File: config.mk
export PLATFORM = sky130hd
export DESIGN_NAME = rst_ctrl
export DESIGN_NICKNAME = d
export VERILOG_FILES = /design/src/rtl/rst_ctrl.sv
export SDC_FILE = /design/constraint.sdc
export NUM_CORES = 1
export LEC_CHECK = 0
export CAP_MARGIN = 25
export CORE_UTILIZATION = 50
export DETAILED_ROUTE_END_ITERATION = 12
export PLACE_DENSITY = 0.82
export SLEW_MARGIN = 20
export SYNTH_ARGS = -nofsm -noshare
export SYNTH_HDL_FRONTEND = slang
export SYNTH_SLANG_ARGS = --single-unit
File: constraint.sdc
create_clock -name ck -period 1.7 [get_ports ck]
set_input_delay 0.17 -clock ck [delete_from_list [all_inputs] [get_ports ck]]
set_output_delay 0.17 -clock ck [all_outputs]
set_load 0.01 [all_outputs]
File: src/rtl/rst_ctrl.sv
// Reset controller: free-running ck_en prescaler, lock-gated reset stretcher and optional watchdog.
// Define RST_CTRL_WDOG_EN to compile in the watchdog; without it kick is ignored and wdog_expired is 0.
module rst_ctrl #(
  parameter int DIV        = 16,
  parameter int RST_CYCLES = 5,
  parameter int WDOG_BITS  = 14
) (
  input  logic       ck,
  input  logic       rst_n,
  input  logic       locked,
  input  logic       reset_req,
  input  logic       kick,
  output logic       ck_en,
  output logic       sys_rst,
  output logic [1:0] rst_cause,
  output logic       wdog_expired
);

  localparam int PW = (DIV > 1) ? $clog2(DIV) : 1;
  localparam int SW = $clog2(RST_CYCLES + 1);
  localparam logic [PW-1:0] PRE_LAST = PW'(DIV - 1);
  localparam logic [SW-1:0] STR_LAST = SW'(RST_CYCLES - 1);

  localparam logic [1:0] CAUSE_POR  = 2'b00;
  localparam logic [1:0] CAUSE_REQ  = 2'b01;
  localparam logic [1:0] CAUSE_WDOG = 2'b10;
  localparam logic [1:0] CAUSE_LOCK = 2'b11;

  typedef enum logic [1:0] {HOLD, STRETCH, RUN} state_e;

  state_e          state_q, state_d;
  logic [PW-1:0]   pre_q, pre_d;
  logic            ck_en_q, ck_en_d;
  logic [SW-1:0]   str_q, str_d;
  logic [1:0]      cause_q, cause_d;
  logic            sys_rst_q, sys_rst_d;
  logic            wd_expire;

  // Prescaler runs regardless of FSM state so ck_en timing never depends on reset activity.
  always_comb begin
    pre_d   = (pre_q == PRE_LAST) ? '0 : pre_q + 1'b1;
    ck_en_d = (pre_q == PRE_LAST);
  end

  always_comb begin
    state_d = state_q;
    str_d   = str_q;
    cause_d = cause_q;
    if (!locked) begin
      state_d = HOLD;
      str_d   = '0;
      if (state_q != HOLD) cause_d = CAUSE_LOCK;
    end else begin
      case (state_q)
        HOLD: begin
          state_d = STRETCH;
          str_d   = '0;
        end
        STRETCH: begin
          if (reset_req) begin
            str_d   = '0;
            cause_d = CAUSE_REQ;
          end else if (ck_en_q) begin
            if (str_q == STR_LAST) begin
              state_d = RUN;
              str_d   = '0;
            end else begin
              str_d = str_q + 1'b1;
            end
          end
        end
        RUN: begin
          if (reset_req) begin
            state_d = STRETCH;
            str_d   = '0;
            cause_d = CAUSE_REQ;
          end else if (wd_expire) begin
            state_d = STRETCH;
            str_d   = '0;
            cause_d = CAUSE_WDOG;
          end
        end
        default: begin
          state_d = HOLD;
          str_d   = '0;
        end
      endcase
    end
    sys_rst_d = (state_d != RUN);
  end

  always_ff @(posedge ck or negedge rst_n) begin
    if (!rst_n) begin
      state_q   <= HOLD;
      pre_q     <= '0;
      ck_en_q   <= 1'b0;
      str_q     <= '0;
      cause_q   <= CAUSE_POR;
      sys_rst_q <= 1'b1;
    end else begin
      state_q   <= state_d;
      pre_q     <= pre_d;
      ck_en_q   <= ck_en_d;
      str_q     <= str_d;
      cause_q   <= cause_d;
      sys_rst_q <= sys_rst_d;
    end
  end

`ifdef RST_CTRL_WDOG_EN
  logic [WDOG_BITS-1:0] wd_q, wd_d;
  logic                 wexp_q;

  // Higher-priority causes (lock loss, request) suppress expiry in the same cycle.
  assign wd_expire = (state_q == RUN) && locked && !reset_req && ck_en_q && !kick &&
                     (wd_q == '1);

  always_comb begin
    wd_d = wd_q;
    if (state_q != RUN || kick)        wd_d = '0;
    else if (ck_en_q && wd_q != '1)    wd_d = wd_q + 1'b1;
  end

  always_ff @(posedge ck or negedge rst_n) begin
    if (!rst_n) begin
      wd_q   <= '0;
      wexp_q <= 1'b0;
    end else begin
      wd_q   <= wd_d;
      wexp_q <= wd_expire;
    end
  end

  assign wdog_expired = wexp_q;
`else
  logic unused_kick;
  assign unused_kick  = kick;
  assign wd_expire    = 1'b0;
  assign wdog_expired = 1'b0;
`endif

  assign ck_en     = ck_en_q;
  assign sys_rst   = sys_rst_q;
  assign rst_cause = cause_q;

endmodule

# [Word level (Yosys, flattened, before mapping)]
# Index checks and enable logic that the tools add are counted.
# W data, S select, Z words.
[totals] reg_bits=13 output_inout_bits=5 wordCells=40
[classes] n_addsub=2 n_eq_ne=9 mux=17 reduce_logical=6
[ops] cell="$mux W2" n=9
[ops] cell="$mux W3" n=5
[ops] cell="$pmux W2 S3" n=1
[ops] cell="$pmux W3 S2" n=1
[ops] cell="$add A4 B1 Y4 const B" n=1
[ops] cell="$eq A4 B4 Y1 const B" n=1
[ops] cell="$mux W4" n=1
[ops] cell="$ne A2 B2 Y1 const B" n=2
[ops] cell="$ne A4 B4 Y1 const B" n=1
[ops] cell="$reduce_bool A2 Y1" n=2
[ops] cell="$add A3 B1 Y3 const B" n=1
[ops] cell="$eq A3 B3 Y1 const B" n=1
[ops] cell="$ne A3 B3 Y1 const B" n=1
[ops] cell="$reduce_and A3 Y1" n=1
[ops] cell="$eq A2 B1 Y1 const B" n=1
[ops] cell="$eq A2 B2 Y1 const B" n=1
[ops] cell="$logic_not A2 Y1" n=1
[ops] cell="$ne A2 B1 Y1 const B" n=1
[ops] cell="$reduce_and A2 Y1" n=1
[ops] cell="$reduce_or A2 Y1" n=1

# [Depth between registers and ports, before layout]
[logic_depth] ltp_word=7 mapped_depth=5 mapped_depth_nobuf=5

# [Least setup slack after synthesis]
# Ideal clock, no wire load.
[synth_timing] path_kind="flip-flop to flip-flop" startpoint="register state_q[0]" endpoint="register sys_rst_q, in the netlist sys_rst" setup_time_ns=0.094 arrival_ns=1.368 path_slack_ns=0.238 path_stages_with_launch=6 synth_period_minus_slack_ns=1.462 cell_sequence="dfrtp_1 inv_1 ha_1 and3b_1 o21ai_1 or4_1"
[synth_between] elab_chain_cells=6 elab_cells_between_ends=10
[synth_lines] item="from (decl)" line_no="31" source="state_e state_q, state_d;"
[synth_lines] item="from (signal assigned)" line_no="101" source="state_q <= state_d;"
[synth_lines] item="$mux W2" line_no="64" source="if (str_q == STR_LAST) begin"
[synth_lines] item="$mux W2" line_no="63" source="end else if (ck_en_q) begin"
[synth_lines] item="$mux W2" line_no="60" source="if (reset_req) begin"
[synth_lines] item="$pmux W2 S3 (*)" line_no="54" source="case (state_q)"
[synth_lines] item="$mux W2 (*)" line_no="49" source="if (!locked) begin"
[synth_lines] item="$ne A2 B2 Y1 (*)" line_no="89" source="sys_rst_d = (state_d != RUN);"
[synth_lines] item="net sys_rst_d" line_no="36" source="logic sys_rst_q, sys_rst_d;"
[synth_lines] item="to (signal assigned)" line_no="106" source="sys_rst_q <= sys_rst_d;"
[synth_lines] item="to (decl)" line_no="36"
# Mark *: on every way through the listed nets, which the timed path passes. The rest lies on a longest branch.
# A chain may end at the register's enable or synchronous reset.

# [Final worst setup path]
# Same ends and word-level chain as after synthesis.

==> impl_metrics.tcl <==
set metrics [dict create \
    cp-end-kind "register" \
    drive_above_1_share_pct 7.59 \
    slowest_stage "or4_1" \
    io_buffers 7 \
    clkPwrFrac_pct 32.9 \
    die-height_um 38.9 \
    wl_mm 1.17 \
    p_leak_nw 0.360 \
    cts_inserted_buffers 3 \
    combinationalPowerShare_pct 10.8 \
    grt_max_degree 14 \
    drt_first_pass_iters 4 \
    dieWidth_um 38.9 \
    dieArea_um2 1510 \
    yosysWarnings 0 \
    yosysSeqAreaShare_pct 48.0 \
    switching_share_pct 23.9 \
    root_buffer "clkbuf_4" \
    p_switching_uw 137 \
    fp-row-count 12 \
    maxCapViolations 0 \
    startpoint_type "register" \
    num-fill-cells 93 \
    clk_path_buf_depth 2 \
    reg2reg_to "sys_rst$_DFF_PN1_" \
    power_density_nw_per_um2 719 \
    grt_pass1_vias 455 \
    cts_tree "yes" \
    insertion_delay_ns 0.27 \
    final_nets 92 \
    finClkSkew_ns 0.00192 \
    core_area_um2 1190 \
    syn2layout_area_growth_pct 17.1 \
    critPathArrivalTime_ns 1.76 \
    ff2ff_setup_slack_ns 0.13 \
    cp_num_buf_inv 1 \
    start_util_pct 57.4 \
    diodes 0 \
    hold_viol_final 0 \
    p_seq_share_pct 56.4 \
    drt_iter0_drc 10 \
    crit_fanout 7 \
    antenna_found_initial 0 \
    timing.final.crit_share_pct 92.4 \
    cp.required_ns 1.89 \
    vias 503 \
    mostFrequentLayoutCells "dfrtp_1 (12), a21oi_1 (7), clkdlybuf4s50_1 (7), nor2_1 (6), ha_1 (6)" \
    track_usage_pct 20.5 \
    grt_pass1_wl_mm 2.04 \
    hp-class "in -> async" \
    max_freq_mhz 637 \
    final_area_um2 797 \
    period_minus_slack_ns 1.57 \
    syn_area_um2 681 \
    tns_ns 0 \
    max-slew-margin-rel_pct 60.7 \
    synth_cell_types 25 \
    worst_path_largest_cell_delay_ns 0.49 \
    tightest_slew_ns 0.587 \
    dp_hpwl_um 856 \
    max-vdd-ir-drop_mv 0.570 \
    final_common_cell "dfrtp_1" \
    clkSlewWorstSetupHoldPaths_ns 0.08 \
    avgRoutedWirePerCell_um 12.6 \
    postSynthAreaPerCell_um2 10.0 \
    rsz0062_at_grt "false" \
    cts.sinks 13 \
    path_cells "inv_1 -> ha_2 -> and3b_1 -> o21ai_1 -> or4_1" \
    status "complete, no violations" \
    grt_overflow_total 0 \
    place_congestion 0.738 \
    synth_cells 68 \
    intPower_uw 436 \
    synth-seq-cells 13 \
    drc 0 \
    postRouteAntennaNets 0 \
    report.final.slew_viol_count 0 \
    placed_area_um2 768 \
    setup_violations 0 \
    path_class "reg -> reg" \
    htreeDepth 1 \
    rr_worst_depth 5 \
    vias_per_cell 5.41 \
    r2r_start "state_q[0]$_DFF_PN0_" \
    boundaryPins 10 \
    synth_nets 80 \
    crit_family "simple AND/OR/NAND/NOR gates" \
    hold_buffers 0 \
]
-- synth_stat cells (all sizes together) --
master  count  share of area [%]
dfrtp      12                 44
a21oi       7                5.1
ha          7                 13
nor2        6                3.3
o21ai       6                4.4
inv         5                2.8
nand2       3                1.7
nand3       3                2.2
and2b       2                2.2
nand2b      2                1.8
nor2b       2                1.8
a211oi      1                1.1
a311o       1                1.5
and3        1               0.92
and3b       1                1.3
and4b       1                1.5
buf         1                1.1
conb        1               0.55
dfstp       1                3.9
nand3b      1                1.1
o21a        1                1.1
o31a        1                1.3
or4         1                1.1
xor2        1                1.3
-- cells by family after synthesis --
kind of cell / Yosys count / share of synthesized area (%)
DFF: 13 / 48.0
and+or+nand+nor: 23 / 18.9
other: 1 / 0.551
buffers and inverters: 6 / 3.86
AOI/OAI and AO/OA: 17 / 14.5
xor gates and xnor gates: 1 / 1.29
adders and majority gates: 7 / 12.9
-- power by group through the flow --
stage	clock, mW	combinational, mW	sequential, mW
final	0.188	0.0617	0.323
after global routing	0.211	0.0698	0.324
after CTS	0.195	0.0624	0.323
after detailed placement	0	0.0620	0.329
after global placement	0	0.0604	0.329
after floorplan	0	0.0288	0.330
-- final cells by class --
class / count / area [um^2] / area share (%)
repair buffers: 8 / 77.6 / 9.73
multi-input cells: 49 / 330 / 41.4
inverters: 5 / 18.8 / 2.35
well taps: 14 / 17.5 / 2.20
flip-flops and latches: 13 / 327 / 41.0
clock buffers: 4 / 26.3 / 3.30
-- stage by stage --
step	setup slack [ns]	power, mW	hold WS (ns)	instances	utilization, %
5_1_grt	0.00331	0.605	0.305	93	67.2
4_1_cts	0.0978	0.581	0.287	93	67.0
3_5_place_dp	0.109	0.391	0.477	89	64.8
3_3_place_gp	0.141	0.389	0.469	89	64.8
2_1_floorplan	0.238	0.359	-0.126	68	-
6_report	0.129	0.573	0.269	93	67.2
-- flip-flops by register name, summed over array words and instances, names as in the netlist --
| name | cells |
|---|---|
| str_q | 3 |
| sys_rst | 1 |
| pre_q | 4 |
| rst_cause | 2 |
| ck_en | 1 |
| state_q | 2 |
-- worst max-delay path by stage --
stage / start / endpoint / slack [ns] / cells past startpoint
2_1_floorplan: state_q[0]$_DFF_PN0_ / sys_rst$_DFF_PN1_ / 0.24 / 5
3_3_place_gp: state_q[0]$_DFF_PN0_ / sys_rst$_DFF_PN1_ / 0.14 / 5
3_5_place_dp: state_q[0]$_DFF_PN0_ / sys_rst$_DFF_PN1_ / 0.11 / 5
4_1_cts: state_q[0]$_DFF_PN0_ / sys_rst$_DFF_PN1_ / 0.1 / 5
5_1_grt: state_q[0]$_DFF_PN0_ / sys_rst$_DFF_PN1_ / 0.003 / 5
6_report: state_q[0]$_DFF_PN0_ / sys_rst$_DFF_PN1_ / 0.13 / 5
-- timing repair --
item	CTS	global route
endpoints found under the hold margin	0	0
resized for setup	0	1
setup endpoints to repair	0	1
setup buffers	0	0
-- layer usage --
metal | GRT usage (%) | part of all wire [%] | wire, um | vias to the layer above
li1 | - | - | - | 258
met1 | 28.8 | 50 | 588 | 229
met2 | 30.4 | 46 | 539 | 14
met3 | 5.20 | 3.5 | 41 | 2
met4 | 7.76 | 0.34 | 4 | 0
met5 | 0 | 0 | 0 | -
Power figures use the tool's default switching activity.
